## src/rtl/operand_fetch_stage.sv

```systemverilog
// operand_fetch_stage: issue stage in front of the 16-bit ALU.
// Holds the register file, reads the source operands, forms A/B/ALUOp and
// registers one issued op behind a valid/ready handshake. A per-register
// pending scoreboard stalls ops whose sources still have writes in flight.
// Optional build macro: OFS_BYPASS_EN enables write-through forwarding of
// the writeback port into operand reads and hazard resolution.
module operand_fetch_stage #(
    parameter int WIDTH = 16,
    parameter int NREGS = 8,
    localparam int AW = $clog2(NREGS)
) (
    input  logic             clk,
    input  logic             reset,
    input  logic             in_valid,
    output logic             in_ready,
    input  logic [2:0]       in_aluop,
    input  logic [AW-1:0]    in_rs,
    input  logic [AW-1:0]    in_rt,
    input  logic [AW-1:0]    in_rd,
    input  logic             in_wr_en,
    input  logic             in_use_imm,
    input  logic [WIDTH-1:0] in_imm,
    input  logic [3:0]       in_shamt,
    input  logic             wb_en,
    input  logic [AW-1:0]    wb_addr,
    input  logic [WIDTH-1:0] wb_data,
    output logic             out_valid,
    input  logic             out_ready,
    output logic [2:0]       ALUOp,
    output logic [WIDTH-1:0] A,
    output logic [WIDTH-1:0] B,
    output logic [AW-1:0]    out_rd,
    output logic             out_wr_en
);

    logic [WIDTH-1:0] regs_q [NREGS];
    logic [WIDTH-1:0] regs_d [NREGS];
    logic [NREGS-1:0] pending_q, pending_d;

    logic             out_valid_q, out_valid_d;
    logic [2:0]       aluop_q, aluop_d;
    logic [WIDTH-1:0] a_q, a_d;
    logic [WIDTH-1:0] b_q, b_d;
    logic [AW-1:0]    rd_q, rd_d;
    logic             wr_en_q, wr_en_d;

    logic [WIDTH-1:0] rs_val, rt_val;
    logic             rs_pend, rt_pend;
    logic             is_shift, rt_used, hazard, accept;

    // Source reads and their pending state; R0 is hardwired to zero and never pending
    always_comb begin
        rs_val  = (in_rs == '0) ? '0 : regs_q[in_rs];
        rt_val  = (in_rt == '0) ? '0 : regs_q[in_rt];
        rs_pend = pending_q[in_rs];
        rt_pend = pending_q[in_rt];
`ifdef OFS_BYPASS_EN
        // A source being written back this cycle takes the incoming data and is resolved
        if (wb_en && (wb_addr == in_rs) && (in_rs != '0)) begin
            rs_val  = wb_data;
            rs_pend = 1'b0;
        end
        if (wb_en && (wb_addr == in_rt) && (in_rt != '0)) begin
            rt_val  = wb_data;
            rt_pend = 1'b0;
        end
`endif
    end

    // Hazard detection and the input handshake
    always_comb begin
        is_shift = (in_aluop >= 3'b101);
        rt_used  = !is_shift && !in_use_imm;
        hazard   = rs_pend || (rt_used && rt_pend);
        in_ready = (!out_valid_q || out_ready) && !hazard;
        accept   = in_valid && in_ready;
    end

    // Output register next state: load on accept, drop valid once consumed, else hold
    always_comb begin
        out_valid_d = out_valid_q;
        aluop_d     = aluop_q;
        a_d         = a_q;
        b_d         = b_q;
        rd_d        = rd_q;
        wr_en_d     = wr_en_q;
        if (accept) begin
            out_valid_d = 1'b1;
            aluop_d     = in_aluop;
            rd_d        = in_rd;
            wr_en_d     = in_wr_en;
            if (is_shift) begin
                a_d = {{(WIDTH-4){1'b0}}, in_shamt};
                b_d = rs_val;
            end else begin
                a_d = rs_val;
                b_d = in_use_imm ? in_imm : rt_val;
            end
        end else if (out_ready) begin
            out_valid_d = 1'b0;
        end
    end

    // Scoreboard next state: writeback clears, a new writer sets; set applied last so it wins
    always_comb begin
        pending_d = pending_q;
        if (wb_en) begin
            pending_d[wb_addr] = 1'b0;
        end
        if (accept && in_wr_en && (in_rd != '0)) begin
            pending_d[in_rd] = 1'b1;
        end
    end

    // Register file next state; writes to R0 are discarded
    always_comb begin
        regs_d = regs_q;
        if (wb_en && (wb_addr != '0)) begin
            regs_d[wb_addr] = wb_data;
        end
    end

    // All state flops, cleared asynchronously
    always_ff @(posedge clk or posedge reset) begin
        if (reset) begin
            for (int i = 0; i < NREGS; i++) begin
                regs_q[i] <= '0;
            end
            pending_q   <= '0;
            out_valid_q <= 1'b0;
            aluop_q     <= '0;
            a_q         <= '0;
            b_q         <= '0;
            rd_q        <= '0;
            wr_en_q     <= 1'b0;
        end else begin
            for (int i = 0; i < NREGS; i++) begin
                regs_q[i] <= regs_d[i];
            end
            pending_q   <= pending_d;
            out_valid_q <= out_valid_d;
            aluop_q     <= aluop_d;
            a_q         <= a_d;
            b_q         <= b_d;
            rd_q        <= rd_d;
            wr_en_q     <= wr_en_d;
        end
    end

    assign out_valid = out_valid_q;
    assign ALUOp     = aluop_q;
    assign A         = a_q;
    assign B         = b_q;
    assign out_rd    = rd_q;
    assign out_wr_en = wr_en_q;

endmodule

```

## config.mk

```make
export PLATFORM = sky130hd
export DESIGN_NAME = operand_fetch_stage
export DESIGN_NICKNAME = d
export VERILOG_FILES = /design/src/rtl/operand_fetch_stage.sv
export SDC_FILE = /design/constraint.sdc
export NUM_CORES = 1
export LEC_CHECK = 0
export BUFFER_PORTS_ARGS = -buffer_cell sky130_fd_sc_hd__buf_2
export CORE_ASPECT_RATIO = 0.8
export CORE_MARGIN = 5
export CORE_UTILIZATION = 50
export DETAILED_ROUTE_END_ITERATION = 10
export PLACE_DENSITY_LB_ADDON = 0.2
export SLEW_MARGIN = 5
export SYNTH_ARGS = -nofsm -noshare
export SYNTH_HDL_FRONTEND = slang
export SYNTH_SLANG_ARGS = --single-unit
```

## constraint.sdc

```tcl
create_clock -name clk -period 8 [get_ports clk]
set_input_delay 0.4 -clock clk [delete_from_list [all_inputs] [get_ports clk]]
set_output_delay 0.4 -clock clk [all_outputs]
set_load 0.03 [all_outputs]
```

==> impl_summary.log, run 1 <==
[metrics] final count of negative-setup-slack endpoints: 0
[metrics] number of global-route vias before repair: 6394
[metrics] drt first-iter violations: 323
[metrics] area inside the core boundary: 17200 um2
[metrics] setup repair after global routing missed its margin: false
[metrics] number of buffers on the longest clock path: 2
[metrics] Yosys warning total: 0
[metrics] x dimension of the die: 158 um
[metrics] leading cell types in the layout, fill and taps excluded: 165 x dfrtp_1, 144 x mux2_2, 98 x buf_2, 45 x mux2i_1, 26 x a21oi_1
[metrics] worst slack on hold paths: 0.169 ns
[metrics] total via count after detailed routing: 6097
[metrics] clock tree from TritonCTS: built
[metrics] largest net degree at the start of global routing: 97
[metrics] placed cells: 951
[metrics] initial antenna violation count: 0
[metrics] number of pins with negative max-slew slack in the final report: 0
[metrics] max incr delay on CP: 0.67 ns
[metrics] fraction of final layout cells sized beyond drive strength 1: 0.448
[metrics] area enclosed by the die boundary: 20200 um2
[metrics] count of flip-flops with a built-in enable after synthesis: 0
[metrics] slew at the pin closest to its max-slew limit: 0.973 ns
[metrics] power density of the placed cells: 293 nW/um2
[metrics] fraction of synthesized cell area taken by the top area cell type: 0.474
[metrics] design area: 9910 um2
[metrics] Vert. Die Dim: 128 um
[metrics] worst-path maximum fanout: 49
[metrics] worst-path cell chain: buf_2 > buf_4 > mux4_2 > nor2_1 > o311a_1 > buf_2
[metrics] Setup Skew: 0.0112 ns
[metrics] minimum setup slack in the final design: 4.80 ns
[metrics] async set-or-reset flop fraction in the synthesized netlist: 1.00
[metrics] Yosys reg bits: 165
[metrics] Netlist cell types: 47
[metrics] path type of the worst min-delay path: in2async
[metrics] cell type with the highest occurrence count on the critical path: buf_2
[metrics] maximum clock frequency: 0.313 GHz
[metrics] Syn Std Cell Area: 8710 um2
[metrics] clock sink count: 165
[metrics] detailed-route wire length per cell: 23.0 um
[metrics] register-to-register path setup slack: 5.35 ns
[metrics] power consumption: 2.91 mW
[metrics] depth of the worst register-to-register path: 5
[metrics] CTS Root Cell: clkbuf_16
[metrics] most common library cell in the layout ignoring fill and taps: dfrtp_1
[metrics] hpwl dp: 14.1 mm
[metrics] clock buffer count from CTS: 17
[metrics] Setup TNS Final: 0 ns
[metrics] Pre-antenna DRT Iters: 5
[metrics] r2r endpoint: B[12]$_DFFE_PP0P_
[metrics] worst path bufs/invs: 3
[metrics] Period minus WS final: 3.20 ns
[metrics] average vias per placed instance: 6.21
[metrics] critical path data required time: 7.60 ns
[metrics] CTS H-tree lvls: 4
[metrics] clock network latency to the later pin of the worst-skew pair: 0.44 ns
[metrics] Crit. End Element: primary output
[metrics] arrival time reported for the critical path endpoint: 2.80 ns
[metrics] sequential element share of the synthesized area: 0.474
[metrics] buffers inserted by post-CTS timing repair: 0
[metrics] multi-input gate area in the final layout: 4230 um2
[metrics] leak pwr: 4.41 nW
[metrics] syn avg cell area: 13.0 um2
[metrics] slowest CP cell: o311a_1
[metrics] result of the run: finished, final reports clean
[metrics] worst rel slew slack: 0.350
[metrics] launching element of the worst setup path: in_rt[0]
[metrics] post-detailed-placement cell area: 9280 um2
[metrics] crit start category: input port
[metrics] antenna cell count: 0
[metrics] storage element area: 4130 um2
[metrics] final non-filler cell total: 982
[metrics] worst supply voltage drop on vdd: 0.160 mV
[metrics] effective utilization at floorplan: 0.506
[metrics] final hold viol count: 0
[metrics] Main synth FF type: dfrtp_1
[metrics] Post-Route Utilization: 0.576
[metrics] top-level I/O count: 99
[metrics] total wirelength of the detailed-routed design: 22.6 mm
[metrics] Tcrit/Tclk final: 0.400
[metrics] launch point of the worst reg-to-reg path: pending_q[0]$_DFF_PP0_
[metrics] clock slew at reported path FFs: 0.06 ns
[metrics] Post-CTS Hold Fix Bufs: 0
[metrics] fill cell count: 1447
[metrics] Max-cap violations: 0
[metrics] Synthesized Nets: 730
[metrics] Syn Inst Count: 672
[metrics] post_cts resized: 0
[metrics] cell type contributing the most total cell area after synthesis: dfrtp_1
[metrics] Post-route DRC: 0
[metrics] number of nets at the end of the flow: 803
[metrics] global-route wire length before repair: 35.2 mm
[metrics] Setup WS pre-CTS: 4.59 ns
[metrics] row count: 43
[metrics] count of port buffers added during placement: 98
[metrics] most area-consuming cells after synthesis: dfrtp_1 47%, mux2_2 19%, mux4_2 6.2%
[metrics] global placer's final weighted congestion: 0.826
[metrics] critical path class: in2out
[metrics] global router's overall resource usage: 0.229
[metrics] area added between synthesis and finish: 13.8%
[metrics] final antenna-violating net count: 0
[metrics] grt ovf: 0
[metrics] family with the most delay on the worst path: buffers and inverters
## state kept, by name, summed over array words and instances (netlist names)
signal and cells:
A 16, ALUOp 3, pending_q 8, out_rd 3, regs_q 117, out_valid 1, out_wr_en 1, B 16
## report_power, final
group	internal, mW	switching [mW]	total, mW
Combinational	0.389	0.449	0.838
Sequential	1.05	0.144	1.20
Clock	0.537	0.337	0.874
## area by class of cell
| cell class | count | share of cell area |
|---|---|---|
| multi-input cells | 438 | 0.427 |
| clock inverters | 12 | 0.0180 |
| clock buffers | 19 | 0.0457 |
| repair buffers | 111 | 0.0593 |
| flip-flops and latches | 165 | 0.416 |
| inverters | 12 | 0.00505 |
| well taps | 225 | 0.0284 |
## cells in the mapped netlist (2+ instances only)
| master | number |
|---|---|
| a221o_1 | 9 |
| nor2b_1 | 4 |
| o21ai_0 | 16 |
| mux4_2 | 24 |
| dfrtp_1 | 165 |
| a21oi_1 | 26 |
| mux2i_1 | 45 |
| clkbuf_1 | 32 |
| mux2_2 | 144 |
| nor3b_2 | 2 |
| o221ai_1 | 12 |
| nor2_1 | 19 |
| buf_2 | 11 |
| nand3_1 | 11 |
| nand2b_1 | 15 |
| o22ai_1 | 7 |
| a22o_1 | 2 |
| o31ai_1 | 2 |
| mux2_4 | 20 |
| o21a_1 | 2 |
| nand4b_1 | 3 |
| inv_1 | 12 |
| a31oi_1 | 18 |
| a211oi_1 | 4 |
| a22oi_1 | 13 |
| buf_6 | 2 |
| buf_4 | 5 |
| buf_1 | 4 |
| buf_12 | 2 |
| mux2_1 | 5 |
| nand3b_1 | 2 |
| nand2_1 | 19 |
## cells by family after synthesis
kind of cell,after synthesis,synth area share
muxes,238,0.341
DFF,165,0.474
AOI/OAI and AO/OA,120,0.0953
and+or+nand+nor,80,0.0498
buffers and inverters,69,0.0402
## routing by layer
metal | share of wire | global-route usage
met5 | 0 | 0
met4 | 0.027 | 0.0845
met3 | 0.062 | 0.0537
met2 | 0.50 | 0.378
met1 | 0.41 | 0.298
## how the worst max path moves through the flow
stage	cells past startpoint	endpoint	slack (ns)
2_1_floorplan	1	ALUOp[0]$_DFFE_PP0P_	3.14
3_3_place_gp	7	B[8]$_DFFE_PP0P_	4.67
3_5_place_dp	7	B[12]$_DFFE_PP0P_	4.59
4_1_cts	6	in_ready	4.80
5_1_grt	6	in_ready	4.62
6_report	6	in_ready	4.80
No activity file was read; power rests on OpenSTA's default activity.
==> run 2: changes to the inputs <==
- clock period: 8 -> 3.3 ns (I/O delays scaled with it)
==> run 2 against run 1 <==
  * Via count hardly changed
  * First-iteration DRC count increased by 17%
  * Clock skew decreased by 0.0026 ns
  * Non-clock buffer count is 14 higher
  * Sequential power rose by 140%
==> impl_summary.log, run 2 (same netlist as run 1, synthesis figures left out) <==
[metrics] power consumption: 7.01 mW (+140%)
[metrics] final hold viol count: 0 (unchanged)
[metrics] global placer's final weighted congestion: 0.849 (+2.7%)
[metrics] Period minus WS final: 3.01 ns
[metrics] Setup Skew: 0.00864 ns (-0.00260 ns)
[metrics] number of global-route vias before repair: 6513 (+1.9%)
[metrics] Post-route DRC: 0 (unchanged)
[metrics] leading cell types in the layout, fill and taps excluded: 165 x dfrtp_1, 144 x mux2_2, 98 x buf_2, 45 x mux2i_1, 26 x a21oi_1
[metrics] post_cts resized: 0 (unchanged)
[metrics] area enclosed by the die boundary: 20200 um2 (unchanged)
[metrics] area inside the core boundary: 17200 um2 (unchanged)
[metrics] Crit. End Element: flop
[metrics] grt ovf: 0 (unchanged)
[metrics] Post-CTS Hold Fix Bufs: 6 (+6)
[metrics] Pre-antenna DRT Iters: 5 (unchanged)
[metrics] initial antenna violation count: 0 (unchanged)
[metrics] area added between synthesis and finish: 15.1%
[metrics] buffers inserted by post-CTS timing repair: 0 (unchanged)
[metrics] critical path data required time: 3.67 ns (-3.93 ns)
[metrics] top-level I/O count: 99 (unchanged)
[metrics] worst supply voltage drop on vdd: 0.321 mV (+100%)
[metrics] clock tree from TritonCTS: built
[metrics] effective utilization at floorplan: 0.506 (unchanged)
[metrics] launch point of the worst reg-to-reg path: pending_q[0]$_DFF_PP0_
[metrics] CTS Root Cell: clkbuf_16
[metrics] Max-cap violations: 0 (unchanged)
[metrics] worst hold path depth: 3
[metrics] critical path class: reg2reg
[metrics] largest net degree at the start of global routing: 69 (-29%)
[metrics] HP Start: out_ready
[metrics] r2r endpoint: pending_q[2]$_DFF_PP0_
[metrics] max FFs per register: 117 (unchanged)
[metrics] row count: 43 (unchanged)
[metrics] worst-path maximum fanout: 36 (-27%)
[metrics] result of the run: finished, final reports clean
[metrics] final antenna-violating net count: 0 (unchanged)
[metrics] maximum clock frequency: 0.332 GHz
[metrics] Post-Route Utilization: 0.582 (+0.00647)
[metrics] x dimension of the die: 158 um (unchanged)
[metrics] fill cell count: 1432 (-1.0%)
[metrics] power density of the placed cells: 699 nW/um2 (+140%)
[metrics] clock network latency to the later pin of the worst-skew pair: 0.44 ns (about the same)
[metrics] Setup TNS Final: 0 ns (unchanged)
[metrics] metal1 wirelength: 9.62 mm (+3.2%)
[metrics] Vert. Die Dim: 128 um (unchanged)
[metrics] crit start category: flop
[metrics] total length of routed met3 wires: 1.08 mm (-23%)
[metrics] slew at the pin closest to its max-slew limit: 1.01 ns (+0.0328 ns)
[metrics] path type of the worst min-delay path: in2reg
[metrics] most common library cell in the layout ignoring fill and taps: dfrtp_1
[metrics] antenna cell count: 0 (unchanged)
[metrics] fraction of final layout cells sized beyond drive strength 1: 0.451 (+0.00296)
[metrics] Hold Path Sink: out_valid$_DFFE_PP0P_
[metrics] leak pwr: 4.48 nW (+1.5%)
[metrics] number of pins with negative max-slew slack in the final report: 0 (unchanged)
[metrics] depth of the worst register-to-register path: 6 (+1)
[metrics] setup repair after global routing missed its margin: false
[metrics] clock sink count: 165 (unchanged)
[metrics] detailed-route wire length per cell: 22.5 um (-2.2%)
[metrics] drt first-iter violations: 379 (+17%)
[metrics] top sig layer: met4
[metrics] global-route wire length before repair: 35.9 mm (+2.0%)
[metrics] global router's overall resource usage: 0.233 (+0.00346)
[metrics] Routed met2 length: 11.3 mm (+0.78%)
[metrics] worst slack on hold paths: 0.0177 ns (-0.151 ns)
[metrics] count of port buffers added during placement: 98 (unchanged)
[metrics] final count of negative-setup-slack endpoints: 0 (unchanged)
[metrics] hpwl dp: 14.8 mm (+4.7%)
[metrics] average vias per placed instance: 6.11 (-1.6%)
[metrics] clock slew at reported path FFs: 0.07 ns (about the same)
[metrics] register-to-register path setup slack: 0.29 ns (-5.06 ns)
[metrics] Tcrit/Tclk final: 0.912
[metrics] total via count after detailed routing: 6091 (-0.098%)
[metrics] number of buffers on the longest clock path: 2 (unchanged)
[metrics] clock buffer count from CTS: 17 (unchanged)
[metrics] worst rel slew slack: 0.325 (-0.0251)
[metrics] arrival time reported for the critical path endpoint: 3.38 ns (+0.58 ns)
[metrics] number of nets at the end of the flow: 817 (+1.7%)
[metrics] total wirelength of the detailed-routed design: 22.4 mm (-0.72%)
[metrics] top register by number of flip-flops: regs_q
[metrics] CTS H-tree lvls: 4 (unchanged)
==> run 2: cell types whose count changed in the layout (fill, tap and decap cells not counted), sizes merged <==
cell / delta
buf: +8
dlygate4sd3: +6
clkbuf: +3
bufinv: -2
clkinvlp: -1
inv: +1
==> run 2: final cells by class <==
class                           count  area [um2]  area share
Clock inverter                     10         118      0.0117
Inverter                           12        48.8     0.00487
Timing Repair Buffer              125         721      0.0719
Tap cell                          225         282      0.0281
Multi-Input combinational cell    438        4230       0.422
Sequential cell                   165        4130       0.412
Clock buffer                       22         494      0.0493
==> run 2: where the power goes <==
| group | total (mW) | internal [mW] | switching [mW] | leakage [nW] |
|---|---|---|---|---|
| logic | 2.06 | 0.959 | 1.10 | 2.17 |
| clock network | 2.05 | 1.22 | 0.835 | 0.303 |
| registers | 2.90 | 2.55 | 0.349 | 2.00 |
| total | 7.01 | 4.72 | 2.28 | 4.48 |
==> run 2: per-stage QoR <==
step                      worst slack [ns]  std cells  cell area [um2]
final                                0.291        997            10000
after global routing                0.0841        997            10000
after CTS                            0.277        997            10000
after detailed placement             0.610        959             9350
after global placement               0.639        959             9350
after floorplan                       1.04        672             8720
==> run 2: per-layer routing <==
| layer | vias to the layer above | global-route usage |
|---|---|---|
| met3 | 33 | 0.0479 |
| met4 | 0 | 0.0744 |
| li1 | 2714 | - |
| met2 | 159 | 0.388 |
| met1 | 3185 | 0.308 |
| met5 | - | 0 |
==> run 2: worst max path at each step <==
stage	slack, ns	startpoint	end	depth (start not counted)
3_3_place_gp	0.64	in_rs[2]	B[8]$_DFFE_PP0P_	6
2_1_floorplan	1.04	reset	ALUOp[0]$_DFFE_PP0P_	1
3_5_place_dp	0.61	in_rs[2]	B[13]$_DFFE_PP0P_	6
5_1_grt	0.08	pending_q[0]$_DFF_PP0_	pending_q[2]$_DFF_PP0_	6
6_report	0.29	pending_q[0]$_DFF_PP0_	pending_q[2]$_DFF_PP0_	6
4_1_cts	0.28	pending_q[0]$_DFF_PP0_	pending_q[2]$_DFF_PP0_	6
==> run 2: worst max-delay path, stage by stage, from the launching register on <==
cell           delay [ns]
dfrtp_1              0.43
mux4_2               0.47
nor2_1               0.10
o311a_1              0.64
nand2_8              0.35
o41ai_2              0.35
dlygate4sd3_1        0.58
